==> src/rtl/pawn_move_exec_if.sv <==
// Request, checker and response bundle of the pawn move executor.
// The master side is the environment: it issues requests and plays the pawn-move checker.
interface pawn_move_exec_if;
    logic                  req_valid;
    logic                  req_ready;
    logic [2:0]            req_row;
    logic [2:0]            req_col;
    logic [1:0]            req_dir;
    logic [2:0]            chk_row;
    logic [2:0]            chk_col;
    logic                  chk_color;
    logic [7:0][7:0][4:0]  chk_board;
    logic [4:0]            chk_allow;
    logic                  resp_valid;
    logic [1:0]            resp_code;

    modport master (
        output req_valid, req_row, req_col, req_dir, chk_allow,
        input  req_ready, chk_row, chk_col, chk_color, chk_board, resp_valid, resp_code
    );

    modport slave (
        input  req_valid, req_row, req_col, req_dir, chk_allow,
        output req_ready, chk_row, chk_col, chk_color, chk_board, resp_valid, resp_code
    );
endinterface

==> src/rtl/pawn_move_exec.sv <==
// Pawn move executor: owns the 8x8 board, consults the external checker, commits legal moves.
// Optional feature macro: PAWN_PROMOTE_EN (pawn reaching the last rank is stored as a queen).
module pawn_move_exec (
    input  logic              clk,
    input  logic              reset,
    pawn_move_exec_if.slave   bus,
    output logic              turn,
    output logic [3:0]        cap_white,
    output logic [3:0]        cap_black
);

    typedef enum logic [2:0] {IDLE, CHECK, WRITE, CLEAR, RESP} state_t;

    state_t               state, state_next;
    logic [7:0][7:0][4:0] board;
    logic [2:0]           row, col;
    logic [1:0]           dir;
    logic [1:0]           code, code_next;
    logic [2:0]           dst_row, dst_col;
    logic [4:0]           pawn_word;
    logic                 own_pawn, allow_sel, dst_occupied;
    logic                 allow_unused;

    // Piece types: 001 pawn, 010 knight, 011 bishop, 100 rook, 101 queen, 110 king.
    function automatic logic [2:0] back_rank_type(input int c);
        case (c)
            0, 7:    back_rank_type = 3'b100;
            1, 6:    back_rank_type = 3'b010;
            2, 5:    back_rank_type = 3'b011;
            3:       back_rank_type = 3'b101;
            default: back_rank_type = 3'b110;
        endcase
    endfunction

    function automatic logic [7:0][7:0][4:0] start_board();
        logic [7:0][7:0][4:0] b;
        b = '0;
        for (int c = 0; c < 8; c++) begin
            b[0][c] = {back_rank_type(c), 1'b1, 1'b1};
            b[1][c] = {3'b001, 1'b1, 1'b1};
            b[6][c] = {3'b001, 1'b0, 1'b1};
            b[7][c] = {back_rank_type(c), 1'b0, 1'b1};
        end
        return b;
    endfunction

    assign bus.req_ready  = (state == IDLE);
    assign bus.resp_valid = (state == RESP);
    assign bus.resp_code  = code;
    assign bus.chk_row    = row;
    assign bus.chk_col    = col;
    assign bus.chk_color  = turn;
    assign bus.chk_board  = board;
    assign allow_unused   = ^bus.chk_allow[4:3];

    always_comb begin
        dst_row = turn ? row + 3'd1 : row - 3'd1;
        dst_col = col;
        case (dir)
            2'b01:   dst_col = col - 3'd1;
            2'b10:   dst_col = col + 3'd1;
            default: dst_col = col;
        endcase
        own_pawn     = (board[row][col] == {3'b001, turn, 1'b1});
        dst_occupied = board[dst_row][dst_col][0];
        case (dir)
            2'b00:   allow_sel = bus.chk_allow[2];
            2'b01:   allow_sel = bus.chk_allow[1];
            2'b10:   allow_sel = bus.chk_allow[0];
            default: allow_sel = 1'b0;
        endcase
        pawn_word = {3'b001, turn, 1'b1};
`ifdef PAWN_PROMOTE_EN
        if (dst_row == (turn ? 3'd7 : 3'd0)) pawn_word = {3'b101, turn, 1'b1};
`else
`endif
    end

    // Error precedence in CHECK: bad direction, then wrong source, then checker veto.
    always_comb begin
        state_next = state;
        code_next  = code;
        case (state)
            IDLE:  if (bus.req_valid) state_next = CHECK;
            CHECK: begin
                if (dir == 2'b11) begin
                    code_next  = 2'b11;
                    state_next = RESP;
                end else if (!own_pawn) begin
                    code_next  = 2'b01;
                    state_next = RESP;
                end else if (!allow_sel) begin
                    code_next  = 2'b10;
                    state_next = RESP;
                end else begin
                    code_next  = 2'b00;
                    state_next = WRITE;
                end
            end
            WRITE:   state_next = CLEAR;
            CLEAR:   state_next = RESP;
            RESP:    state_next = IDLE;
            default: state_next = IDLE;
        endcase
    end

    always_ff @(posedge clk) begin
        if (reset) begin
            state     <= IDLE;
            board     <= start_board();
            turn      <= 1'b0;
            cap_white <= 4'd0;
            cap_black <= 4'd0;
            code      <= 2'b00;
            row       <= 3'd0;
            col       <= 3'd0;
            dir       <= 2'b00;
        end else begin
            state <= state_next;
            code  <= code_next;
            if (state == IDLE && bus.req_valid) begin
                row <= bus.req_row;
                col <= bus.req_col;
                dir <= bus.req_dir;
            end
            // Destination and source go in separate cycles so only one square changes per edge.
            if (state == WRITE) begin
                board[dst_row][dst_col] <= pawn_word;
                if (dst_occupied) begin
                    if (turn) begin
                        if (cap_black != 4'hF) cap_black <= cap_black + 4'd1;
                    end else begin
                        if (cap_white != 4'hF) cap_white <= cap_white + 4'd1;
                    end
                end
            end
            if (state == CLEAR) begin
                board[row][col] <= 5'b00000;
                turn            <= ~turn;
            end
        end
    end

endmodule

==> src/flat_wrapper.sv <==
// flat-port wrapper written by rule: the top's interface ports become plain ports
module pawn_move_exec_flat 
  (clk, reset, turn, cap_white, cap_black, bus_req_valid, bus_req_row, bus_req_col, bus_req_dir, bus_chk_allow, bus_req_ready, bus_chk_row, bus_chk_col, bus_chk_color, bus_chk_board, bus_resp_valid, bus_resp_code);
  pawn_move_exec_if bus_i ();
  input  logic clk;
  input  logic reset;
  output logic turn;
  output logic [3:0] cap_white;
  output logic [3:0] cap_black;
  input wire logic [$bits(bus_i.req_valid)-1:0] bus_req_valid;
  input wire logic [$bits(bus_i.req_row)-1:0] bus_req_row;
  input wire logic [$bits(bus_i.req_col)-1:0] bus_req_col;
  input wire logic [$bits(bus_i.req_dir)-1:0] bus_req_dir;
  input wire logic [$bits(bus_i.chk_allow)-1:0] bus_chk_allow;
  output wire logic [$bits(bus_i.req_ready)-1:0] bus_req_ready;
  output wire logic [$bits(bus_i.chk_row)-1:0] bus_chk_row;
  output wire logic [$bits(bus_i.chk_col)-1:0] bus_chk_col;
  output wire logic [$bits(bus_i.chk_color)-1:0] bus_chk_color;
  output wire logic [$bits(bus_i.chk_board)-1:0] bus_chk_board;
  output wire logic [$bits(bus_i.resp_valid)-1:0] bus_resp_valid;
  output wire logic [$bits(bus_i.resp_code)-1:0] bus_resp_code;
  assign bus_i.req_valid = bus_req_valid;
  assign bus_i.req_row = bus_req_row;
  assign bus_i.req_col = bus_req_col;
  assign bus_i.req_dir = bus_req_dir;
  assign bus_i.chk_allow = bus_chk_allow;
  assign bus_req_ready = bus_i.req_ready;
  assign bus_chk_row = bus_i.chk_row;
  assign bus_chk_col = bus_i.chk_col;
  assign bus_chk_color = bus_i.chk_color;
  assign bus_chk_board = bus_i.chk_board;
  assign bus_resp_valid = bus_i.resp_valid;
  assign bus_resp_code = bus_i.resp_code;
  pawn_move_exec u_core (.clk(clk), .reset(reset), .bus(bus_i), .turn(turn), .cap_white(cap_white), .cap_black(cap_black));
endmodule
==> config.mk <==
export PLATFORM = sky130hd
export DESIGN_NAME = pawn_move_exec_flat
export DESIGN_NICKNAME = d
export VERILOG_FILES = /design/src/rtl/pawn_move_exec_if.sv /design/src/rtl/pawn_move_exec.sv /design/src/flat_wrapper.sv
export SDC_FILE = /design/constraint.sdc
export NUM_CORES = 1
export LEC_CHECK = 0
export CORE_MARGIN = 2
export CORE_UTILIZATION = 51
export DETAILED_ROUTE_END_ITERATION = 8
export PLACE_DENSITY = 0.81
export RECOVER_POWER = 25
export SYNTH_ARGS = -nofsm -noshare
export SYNTH_HDL_FRONTEND = slang
export SYNTH_SLANG_ARGS = --single-unit
==> constraint.sdc <==
create_clock -name clk -period 4.97 [get_ports clk]
set_clock_uncertainty 0.15 [all_clocks]
set_input_delay 1.2425 -clock clk [delete_from_list [all_inputs] [get_ports clk]]
set_output_delay 1.2425 -clock clk [all_outputs]
set_load 0.02 [all_outputs]
======== Word level (Yosys, flattened, before mapping) ========
Cells that the tools add are included.
word-level totals
  input bits .............................. 16
  logic and storage cells ................. 140
  output and inout bits ................... 340
  flip-flop bits (word level) ............. 342
operators by class
  bitwise gates (word level) .............. 3
  eq/ne operators ......................... 11
  $add $sub $neg .......................... 6
  muxes and demuxes ....................... 31
  reduce and logical (&&, ||, !) cells .... 9
  $lt $le $gt $ge ......................... 8
operator list
  kind                   number
  $mux W320              3
  $and A320 B320 Y320    1
  $bwmux W320            1
  $not A320 Y320         1
  $bmux W40 S3           2
  $demux W40 S3          2
  $mux W40               4
  $bmux W5 S3            2
  $demux W5 S3           2
  $lt A3 B4 Y1 const B   4
  $mux W3                5
  $mux W5                3
  $ge A3 B1 Y1 const B   4
  $pmux W3 S4            1
  $add A4 B1 Y4 const B  2
  $ne A4 B4 Y1 const B   2
  $reduce_and A4 Y1      2
  $add A3 B1 Y3 const B  2
  $eq A3 B2 Y1 const B   2
  $mux W2                3
  $pmux W3 S2            1
  $sub A3 B1 Y3 const B  2
  $eq A5 B3 Y1           1
  $logic_and A1 B1 Y1    5
  10 further kinds       11

======== Depth between registers and ports, before layout ========
  depth in word-level cells ............... 13
  depth in mapped cells ................... 15
  depth with buffers taken out ............ 11

======== Worst setup path before layout ========
Ideal clock, no wire load.
  kind .................................... register to register
  start point ............................. register u_core.row[1], in the netlist u_core.bus.chk_row[1]
  end point ............................... register u_core.cap_white[3]
  buffers on the path ..................... 5
  slack ................................... 1.254 ns
  library setup time ...................... 0.071 ns
  period minus slack after synthesis ...... 3.716 ns
  required time ........................... 4.749 ns
  arrival ................................. 3.495 ns
  stages on the path, launching flop included .. 16
  cell sequence ........................... dfxtp_1 -> buf_4 -> buf_6 -> buf_6 -> buf_4 -> inv_1 -> fa_1 -> xnor2_4 -> xnor2_4 -> buf_4 -> nand2_1 -> a32o_2 -> nor4b_4 -> nand3_2 -> or3_1 -> a21oi_1
on the way
  longest elaborated chain between the ends .. 7
  elaborated cells on any way between the ends .. 8
  classes of those cells .................. 2 x add/sub; 5 x mux; 1 x reduce/logical
ends and longest elaborated chain
  what                                            line                   source
  start: declaration                              pawn_move_exec.sv:16   logic [2:0] row, col;
  start signal: assignment                        pawn_move_exec.sv:122  row <= bus.req_row;
  $sub A3 B1 Y3 or $add A3 B1 Y3 (tied branches)  pawn_move_exec.sv:57   dst_row = turn ? row + 3'd1 : row - 3'd1;
  $mux W3 *                                       pawn_move_exec.sv:57
  $bmux W40 S3 *                                  pawn_move_exec.sv:65   dst_occupied = board[dst_row][dst_col][0];
  $mux W40 (not written as such) *                pawn_move_exec.sv:65
  $bmux W5 S3 *                                   pawn_move_exec.sv:65
  $mux W1 (not written as such) *                 pawn_move_exec.sv:65
  $reduce_and A4 Y1 (no source line) *            n/a
  end signal: assignment                          pawn_move_exec.sv:133  if (cap_white != 4'hF) cap_white <= cap_white + 4'd1;
  end: declaration                                pawn_move_exec.sv:8    output logic [3:0] cap_white,
Mark *: on every way between the ends. The rest lies on a longest branch, timed or not. The select of a mux whose other input is x is not followed.
A chain may end at the register's enable or synchronous reset.

======== Worst setup path after layout ========
  start point ............................. register u_core.row[1], in the netlist u_core.bus.chk_row[1]
  end point ............................... register u_core.code[1], in the netlist u_core.bus.resp_code[1]
on the way
  longest elaborated chain between the ends .. 7
ends and longest elaborated chain
  what                            line                   source
  $bmux W40 S3                    pawn_move_exec.sv:64   own_pawn = (board[row][col] == {3'b001, turn, 1'b1});
  $mux W40 (not written as such)  pawn_move_exec.sv:64
  $bmux W5 S3                     pawn_move_exec.sv:64
  $mux W5 (not written as such)   pawn_move_exec.sv:64
  $eq A5 B3 Y1                    pawn_move_exec.sv:64
  $mux W2                         pawn_move_exec.sv:89   end else if (!own_pawn) begin
  $mux W2                         pawn_move_exec.sv:86   if (dir == 2'b11) begin
  end signal: assignment          pawn_move_exec.sv:120  code <= code_next;
  end: declaration                pawn_move_exec.sv:18   logic [1:0] code, code_next;
No other way between the ends. The select of a mux whose other input is x is not followed.

==> run metrics <==
Clock Sinks=about 340; H-Tree Depth=2; Starting Density=between 50 and 60%; final WL=between 60,000 and 70,000 um; slowest CP cell=buf_4; crit path buf inv count=1; Syn-to-layout area delta=32.3%; initial antenna violation count=0; final hold vios=0; Slew @ Worst Pin=1200 ps; metal3 WL=~8400 um; num ports=356; leak pwr=between 8 and 9 nW; vias per cell=~6.5; Synth top cells by count=dfxtp_1 (342), nor2_1 (280), nand2_1 (138); HPWL Detailed=44,400 um; register area share after synthesis=between 40% and 50%; Synthesized Nets=between 1,500 and 2,000; critical-path cell list=buf_4 -> nor4bb_1 -> nor4_1 -> a31oi_1 -> or3_1 -> nor4_2 -> xnor2_1 -> nand3_1 -> a211oi_2; top cell type's share of synthesized area=44.2%; async set-reset flop share out of synthesis=0%; largest net degree at the start of global routing=slightly below 100; post-synth cell types=between 80 and 90; syn avg cell area=between 9 and 10 sq um; top-count cell post-synth=dfxtp_1; Synth Register Bits=between 300 and 400; crit share post-route=80.9%; fin worst setup slack=about 950 ps; Syn Std Cell Area=15,500 sq um; GRT Util Overall=between 30% and 40%; # Post-CTS Setup Buffers=0; final antenna-violating net count=0; Startpoint Class=flip-flop; Syn. warnings=0; top_reg_cell synth=dfxtp_1; Placeable Area=between 20,000 and 30,000 sq um; final setup violation count=0; M1 WL=approximately 24,000 um; top sig layer=met4; post-CTS sizing=0; Root Buffer=clkbuf_16; CP required=about 5300 ps; Die Height=178 um; Synth area leaders=dfxtp_1 (44%), nor2_1 (6.8%), mux2i_1 (5.0%); FP Rows=63; Vias=approximately 16,000; DRC Markers=0; status=finished, final reports clean; min cycle time layout=slightly above 4000 ps; Max rail drop VDD=between 200 and 250 uV; hold_buf cts=0; TritonCTS clock tree=done; die footprint=between 30,000 and 40,000 sq um; first-pass GRT wire length=a little over 90,000 um; Max-cap violations=0; pwr dens=about 300 nW/um^2; pre-CTS setup slack=~1100 ps; Largest delay share family, worst path=simple AND/OR/NAND/NOR gates; RSZ-0062 raised after global routing=no; share of layout cells above drive strength 1=under 10%; CTS Buf Count=36; number of port buffers=between 300 and 400; die width=178 um; Max stage delay on crit path=a little under 700 ps; leading area contributor after synthesis=dfxtp_1; Nets=around 2,000; vias in the first global route=~15,000; wire per inst=~26 um; first-pass iteration count of the detailed router=7; GRT Residual Overflow=0; critical path endpoint category=flip-flop; worst min-delay path class=reg2reg; wire length on met2=around 27,000 um; Final TNS setup=0 ps; Mapped Cells=1,669; Clock Path Buffers=3; CTS clock-pin slew for the worst setup and hold paths=60 ps; number of diodes=0; relative slew slack=19.7%; CP Class=reg2reg; Detailed Route Iter0 Violations=2,350; Crit path arrival time=roughly 4300 ps; GPL Wtd Cong=~0.97; worst skew pair latency=530 ps; Final Slew Violations=0; worst-path fanout max=50; fmax=0.249 GHz; EDFF count, synth=0
==> layout make-up <==
type                    count  area [sq um]
repair buffers            394          3860
fillers                  2256          9300
multi-input cells        1208          8030
inverters                  24          90.1
well taps                 390           488
clock buffers              59          1120
flip-flops and latches    342          6860
clock inverters             4          45.0
==> sequential cells by signal, indices dropped and copies added (netlist names) <==
signal	cells
u_core.bus.chk_color	1
u_core.cap_black	4
u_core.cap_white	4
u_core.bus.chk_row	3
u_core.bus.chk_board	320
u_core.dir	2
u_core.bus.resp_code	2
u_core.bus.chk_col	3
u_core.state	3
==> logic make-up after synthesis <==
family                     after synthesis  synth area share [%]
buffers and inverters                  119                  4.03
muxes                                  136                  12.0
DFF                                    342                  44.2
AOI/OAI and AO/OA                      367                  16.9
adders and majority gates                8                 0.743
xor gates and xnor gates                10                 0.807
and+or+nand+nor                        687                  21.4
==> metrics by stage <==
| step | instances | power, mW | utilization [%] | area, sq um | hold WS (ps) |
|---|---|---|---|---|---|
| floorplan | 1669 | 3.21 | - | 15500 | 319 |
| detailed placement | 2358 | 3.40 | 64.9 | 19300 | 287 |
| global route | 2421 | 6.17 | 68.8 | 20500 | 324 |
| finish | 2421 | 6.06 | 68.8 | 20500 | 297 |
| CTS | 2421 | 6.02 | 68.8 | 20500 | 295 |
| global placement | 2358 | 3.39 | 64.9 | 19300 | 284 |
==> per-layer routing <==
metal / global-route usage, % / vias up
li1: - / 6630
met1: 51.0 / 7450
met2: 58.0 / 1293
met3: 8.57 / 275
met4: 20.1 / 0
met5: 0 / -
==> where the power goes <==
group          internal [mW]  switching, mW
Combinational          0.204          0.403
Clock                   1.58           1.11
Sequential              2.75         0.0122
==> worst min-delay path: cells and delay by family (launching register included) <==
family / cells / cell delay [ps]
flops: 1 / 320
simple gates: 2 / 90
==> worst paths after layout <==
check,endpoint,slack [ps],cells past startpoint,start
worst max-delay path,u_core.bus.resp_code[1]$_SDFFE_PP0P_,950,9,u_core.bus.chk_row[1]$_SDFFE_PP0P_
worst min-delay path,u_core.bus.chk_board[9]$_SDFF_PP0_,300,2,u_core.bus.chk_board[9]$_SDFF_PP0_
worst max register to register,u_core.bus.resp_code[1]$_SDFFE_PP0P_,950,9,u_core.bus.chk_row[1]$_SDFFE_PP0P_
worst min register to register,u_core.bus.chk_board[9]$_SDFF_PP0_,300,2,u_core.bus.chk_board[9]$_SDFF_PP0_
==> placed cells by master (no fill, tap or decap), types with 35 or more instances in the layout <==
master           count
clkbuf_16           37
o21a_1              35
clkdlybuf4s50_1    191
buf_4               40
dfxtp_1            338
a21oi_1             62
mux2i_1             77
and3_1              45
nor2_1             279
nor3_1              44
nand2_1            138
dlygate4sd3_1      161
and2_1              68
o21ai_0             37
o21bai_1            78
Note: power is estimated with default switching activity, not from simulation.
